**src/rtl/img_pixel_sequencer.sv**
```systemverilog
`default_nettype none
// ============================================================================
// Module      : img_pixel_sequencer
// Description : Issues one-at-a-time pixel requests, buffers returned pixels
//               in a small FIFO and exposes them through an Avalon-MM slave.
//               Optional WAIT watchdog enabled by IMG_SEQ_TIMEOUT_EN.
// Revision    : 1.0 - initial release
// ============================================================================
module img_pixel_sequencer #(
  parameter int FIFO_DEPTH    = 8,
  parameter int PIX_PER_FRAME = 307200,
  parameter int CNT_W         = 20,
  parameter int TIMEOUT_CYC   = 1024
) (
  input  logic        clk,
  input  logic        reset,
  output logic        get_next_pix,
  input  logic        pix_rdy,
  input  logic [23:0] pixel_data,
  input  logic        img_done,
  input  logic [1:0]  avs_address,
  input  logic        avs_read,
  input  logic        avs_write,
  input  logic [31:0] avs_writedata,
  output logic [31:0] avs_readdata,
  output logic [3:0]  out_state
);

  localparam int c_PTR_W = $clog2(FIFO_DEPTH);
  localparam int c_LVL_W = c_PTR_W + 1;

  typedef enum logic [3:0] {
    S_IDLE = 4'd0,
    S_REQ  = 4'd1,
    S_WAIT = 4'd2,
    S_DONE = 4'd3,
    S_ERR  = 4'd4
  } state_t;

  state_t               r_state;
  state_t               w_state_nxt;
  logic [23:0]          r_mem [FIFO_DEPTH];
  logic [c_PTR_W-1:0]   r_wr_ptr;
  logic [c_PTR_W-1:0]   r_rd_ptr;
  logic [c_LVL_W-1:0]   r_level;
  logic [CNT_W-1:0]     r_count;
  logic                 r_done;
  logic                 r_err;
  logic [31:0]          r_readdata;

  logic w_ctrl_wr, w_start, w_abort;
  logic w_empty, w_full, w_pop;
  logic w_req, w_push, w_flush, w_clear, w_set_done, w_set_err;
  logic w_timeout;
  logic w_unused;

  assign w_ctrl_wr = avs_write && (avs_address == 2'd0);
  assign w_start   = w_ctrl_wr && avs_writedata[0];
  assign w_abort   = w_ctrl_wr && avs_writedata[1];
  assign w_empty   = (r_level == '0);
  assign w_full    = (r_level == c_LVL_W'(FIFO_DEPTH));
  assign w_pop     = avs_read && (avs_address == 2'd2) && !w_empty;

`ifdef IMG_SEQ_TIMEOUT_EN
  localparam int c_TO_W = $clog2(TIMEOUT_CYC + 1);
  logic [c_TO_W-1:0] r_wait_cnt;

  // Cleared on the request pulse, so it counts WAIT cycles from zero.
  always_ff @(posedge clk) begin
    if (reset) begin
      r_wait_cnt <= '0;
    end else if (w_req) begin
      r_wait_cnt <= '0;
    end else if (r_state == S_WAIT) begin
      r_wait_cnt <= r_wait_cnt + c_TO_W'(1);
    end
  end

  assign w_timeout = (r_state == S_WAIT) && (r_wait_cnt == c_TO_W'(TIMEOUT_CYC - 1));
  assign w_unused  = ^avs_writedata[31:2];
`else
  assign w_timeout = 1'b0;
  assign w_unused  = ^{avs_writedata[31:2], (TIMEOUT_CYC > 0)};
`endif

  always_comb begin
    w_state_nxt = r_state;
    w_req       = 1'b0;
    w_push      = 1'b0;
    w_flush     = 1'b0;
    w_clear     = 1'b0;
    w_set_done  = 1'b0;
    w_set_err   = 1'b0;
    if (w_abort) begin
      w_state_nxt = S_IDLE;
      w_flush     = 1'b1;
    end else begin
      case (r_state)
        S_IDLE, S_DONE, S_ERR: begin
          if (w_start) begin
            w_state_nxt = S_REQ;
            w_flush     = 1'b1;
            w_clear     = 1'b1;
          end
        end
        S_REQ: begin
          if (!w_full) begin
            w_req       = 1'b1;
            w_state_nxt = S_WAIT;
          end
        end
        S_WAIT: begin
          if (pix_rdy) begin
            w_push = 1'b1;
            if ((r_count == CNT_W'(PIX_PER_FRAME - 1)) || img_done) begin
              w_state_nxt = S_DONE;
              w_set_done  = 1'b1;
            end else begin
              w_state_nxt = S_REQ;
            end
          end else if (img_done) begin
            w_state_nxt = S_DONE;
            w_set_done  = 1'b1;
          end else if (w_timeout) begin
            w_state_nxt = S_ERR;
            w_set_err   = 1'b1;
          end
        end
        default: w_state_nxt = S_IDLE;
      endcase
    end
  end

  always_ff @(posedge clk) begin
    if (reset) begin
      r_state  <= S_IDLE;
      r_count  <= '0;
      r_done   <= 1'b0;
      r_err    <= 1'b0;
      r_wr_ptr <= '0;
      r_rd_ptr <= '0;
      r_level  <= '0;
    end else begin
      r_state <= w_state_nxt;
      if (w_clear) begin
        r_count <= '0;
        r_done  <= 1'b0;
        r_err   <= 1'b0;
      end else begin
        if (w_push)     r_count <= r_count + CNT_W'(1);
        if (w_set_done) r_done  <= 1'b1;
        if (w_set_err)  r_err   <= 1'b1;
      end
      if (w_flush) begin
        r_wr_ptr <= '0;
        r_rd_ptr <= '0;
        r_level  <= '0;
      end else begin
        if (w_push) r_wr_ptr <= r_wr_ptr + c_PTR_W'(1);
        if (w_pop)  r_rd_ptr <= r_rd_ptr + c_PTR_W'(1);
        if (w_push && !w_pop)      r_level <= r_level + c_LVL_W'(1);
        else if (!w_push && w_pop) r_level <= r_level - c_LVL_W'(1);
      end
    end
  end

  // Storage needs no reset; only pointers and level define its contents.
  always_ff @(posedge clk) begin
    if (w_push) r_mem[r_wr_ptr] <= pixel_data;
  end

  always_ff @(posedge clk) begin
    if (reset) begin
      r_readdata <= '0;
    end else if (avs_read) begin
      case (avs_address)
        2'd1:    r_readdata <= {12'd0, w_full, w_empty, r_err, r_done, 4'd0,
                                4'(r_level), 4'd0, r_state};
        2'd2:    r_readdata <= w_pop ? {1'b1, 7'd0, r_mem[r_rd_ptr]} : 32'd0;
        2'd3:    r_readdata <= 32'(r_count);
        default: r_readdata <= 32'd0;
      endcase
    end
  end

  assign get_next_pix = w_req;
  assign avs_readdata = r_readdata;
  assign out_state    = r_state;

endmodule
`default_nettype wire
```
**config.mk**
```make
export PLATFORM = sky130hd
export DESIGN_NAME = img_pixel_sequencer
export DESIGN_NICKNAME = d
export VERILOG_FILES = /design/src/rtl/img_pixel_sequencer.sv
export SDC_FILE = /design/constraint.sdc
export NUM_CORES = 1
export LEC_CHECK = 0
export CAP_MARGIN = 20
export CORE_MARGIN = 5
export CORE_UTILIZATION = 57
export DETAILED_ROUTE_END_ITERATION = 8
export GPL_ROUTABILITY_DRIVEN = 0
export PLACE_DENSITY = 0.89
export SKIP_CTS_REPAIR_TIMING = 1
export SLEW_MARGIN = 15
export SYNTH_ARGS = -nofsm -noshare
export SYNTH_HDL_FRONTEND = slang
export SYNTH_SLANG_ARGS = --single-unit
```
**constraint.sdc**
```tcl
create_clock -name clk -period 6.68 [get_ports clk]
set_input_delay 1.002 -clock clk [delete_from_list [all_inputs] [get_ports clk]]
set_output_delay 1.002 -clock clk [all_outputs]
set_load 0.01 [all_outputs]
```
==> impl_metrics.env <==
export IMPL_outcome="finished clean"
export IMPL_tritoncts="built"
export IMPL_drive_above_1_share_pct=16.5
export IMPL_first_pass_iters=6
export IMPL_synth_seq_cells=253
export IMPL_grt_max_degree=49
export IMPL_drv_cap=0
export IMPL_synth_compound_area_share_pct=5.08
export IMPL_hold_violations=0
export IMPL_initial_core_util_pct=58.0
export IMPL_crit_path_end_kind="flop"
export IMPL_path_max_fanout=18
export IMPL_async_flop_share_pct=0
export IMPL_cts_buffer_depth=3
export IMPL_fmax_ghz=0.238
export IMPL_final_cells=921
export IMPL_syn_inst=607
export IMPL_dpl_cell_area_sq_um=10900
export IMPL_final_antenna_net_count=0
export IMPL_cp_arrival_ns=4.38
export IMPL_synth_area_sq_um=10000
export IMPL_synth_cell_types=58
export IMPL_cts_max_level=1
export IMPL_power_mw=3.38
export IMPL_final_common_cell="edfxtp_1"
export IMPL_ys_seq_area_share_pct=69.7
export IMPL_antenna_found_initial=0
export IMPL_holdPathStages=2
export IMPL_grt_overflow=0
export IMPL_drtIter0Drc=705
export IMPL_timing_setup_tns_ns=0
export IMPL_die_y_microns=143
export IMPL_final_cell_mix="edfxtp_1 (192), clkdlybuf4s50_1 (61), dfxtp_1 (59)"
export IMPL_postLayoutCoreUtil_pct=67.4
export IMPL_drv_slew=0
export IMPL_r2r_start="out_state[0]"
export IMPL_p_per_area_nw_per_um2=290
export IMPL_synth_fa_ha_area_share_pct=1.20
export IMPL_yosys_most_used_dff="edfxtp_1"
export IMPL_synth_area_leaders="edfxtp_1 (58%), dfxtp_1 (12%), mux4_2 (11%)"
export IMPL_ir_drop_mv=0.194
export IMPL_yosys_area_share_simple_pct=7.84
export IMPL_ios=101
export IMPL_wire_per_inst_microns=24.4
export IMPL_num_antenna_cells=0
export IMPL_num_vias=5956
export IMPL_root_buffer="clkbuf_16"
export IMPL_cts_sinks=253
export IMPL_synth_top_area_share_pct=57.5
export IMPL_fin_crit_sh_pct=62.8
export IMPL_yosysWarnings=0
export IMPL_rrSetupSlack_ns=3.20
export IMPL_clock_skew_ns=0.0146
export IMPL_rsz0062_at_grt="no"
export IMPL_required_ns=6.87
export IMPL_rows=48
export IMPL_grt_usage_pct=22.3
export IMPL_core_area_sq_um=17300
export IMPL_synth_edf_count=192
export IMPL_crit_path_start_kind="primary input"
export IMPL_synth_area_leader_cell="edfxtp_1"
export IMPL_wl_mm=22.5
export IMPL_grt_pass1_vias=6083
export IMPL_cts_buffers=24
export IMPL_hold_ws_ns=0.461
export IMPL_port_buffers=61
export IMPL_synthToLayoutAreaGrowth_pct=16.4
export IMPL_setup_violations=0
export IMPL_rr_endpoint="r_mem[4][22]"
export IMPL_hold_class="reg -> reg"
export IMPL_clk_pin_slew_worst_paths_ns=0.06
export IMPL_reg2regPathDepth=8
export IMPL_post_dp_hpwl_mm=13.3
export IMPL_numPlacedInstances=877
export IMPL_fin_area_sq_um=11700
export IMPL_worstSetupEndpoint="r_mem[4][22]"
export IMPL_leakagePower_nw=3.72
export IMPL_insertion_delay_ns=0.51
export IMPL_die_w_microns=143
export IMPL_slew_headroom_pct=27.5
export IMPL_synth_top_family_by_area="multiplexers"
export IMPL_timing_final_ws_setup_ns=2.49
export IMPL_dieArea_sq_um=20300
export IMPL_syn_avg_cell_area_sq_um=16.5
export IMPL_route_detailed_drc=0
export IMPL_worstMarginPinSlew_ns=1.09
export IMPL_crit_path_start="avs_address[1]"
export IMPL_drt_vias_per_instance=6.47
export IMPL_grt_pass1_wl_mm=34.7
export IMPL_final_min_clock_period_ns=4.19
export IMPL_nets=751
export IMPL_crit_type="in -> reg"
export IMPL_synth_xor_area_share_pct=1.22
export IMPL_synthMuxAreaShare_pct=12.5
export IMPL_pre_cts_ws_ns=2.05
synthesized netlist by cell type, types with 7 or more instances:
cell type  number
o21ai_0        10
nor2_1         27
dfxtp_1        61
nand3_1         7
a21oi_1        17
nand2_1        51
mux2i_1        16
o211ai_1        8
buf_4          10
mux4_2         48
inv_1          11
a222oi_1       11
a22oi_1         7
or4_1           8
nand4_1         7
xnor2_1         7
edfxtp_1      192
ha_1            8
xor2_1          7
clkbuf_1       10
o31ai_1         7
buf_2          13
report_power, final:
| part | total, mW | leakage (nW) | switching [mW] | internal (mW) |
|---|---|---|---|---|
| sequential | 1.77 | 2.22 | 0.0369 | 1.74 |
| combinational | 0.318 | 1.15 | 0.168 | 0.151 |
| clock | 1.29 | 0.358 | 0.555 | 0.738 |
| total | 3.38 | 3.72 | 0.760 | 2.62 |
sequential cells by signal, indices dropped and copies added, names as in the netlist, named ones only:
name	cells
r_count	20
r_rd_ptr	3
r_done	1
r_wr_ptr	3
out_state	2
r_level	4
avs_readdata	25
r_mem	192
how the worst min path moves through the flow:
stage / startpoint / endpoint / slack [ns]
finish: avs_readdata[21] / avs_readdata[21] / 0.46
global route: avs_readdata[31] / avs_readdata[31] / 0.50
CTS: avs_readdata[21] / avs_readdata[21] / 0.46
detailed placement: avs_readdata[21] / avs_readdata[21] / 0.45
global placement: avs_readdata[22] / avs_readdata[22] / 0.45
floorplan: r_done / r_done / 0.45
metal layers:
layer / vias to the layer above / GRT usage (%) / part of all wire [%]
met5: - / 0 / 0
li1: 2542 / - / -
met1: 2998 / 30.5 / 40
met4: 0 / 8.10 / 2.9
met3: 62 / 4.32 / 8.6
met2: 354 / 36.2 / 49
kinds of logic after synthesis:
kind of cell	count (synthesis)
mux	65
fa+ha+maj	9
xor+xnor	14
buf+inv	49
compound gates	72
simple gates	144
other cells	1
flops	253
critical path: stages:
cell	delay [ns]
clkdlybuf4s50_1	0.99
nand4bb_1	0.22
buf_4	0.19
nand2_1	0.24
clkinv_1	0.24
nand2_1	0.26
nor3_2	0.80
buf_4	0.41
final cells by class:
class,instances,area [sq um]
Sequential cell,253,6990
Fill cell,1067,5630
Multi-Input combinational cell,313,2890
Timing Repair Buffer,74,708
Clock buffer,32,662
Tap cell,225,282
Clock inverter,12,95.1
Inverter,12,45.0
Power figures use the tool's default switching activity.
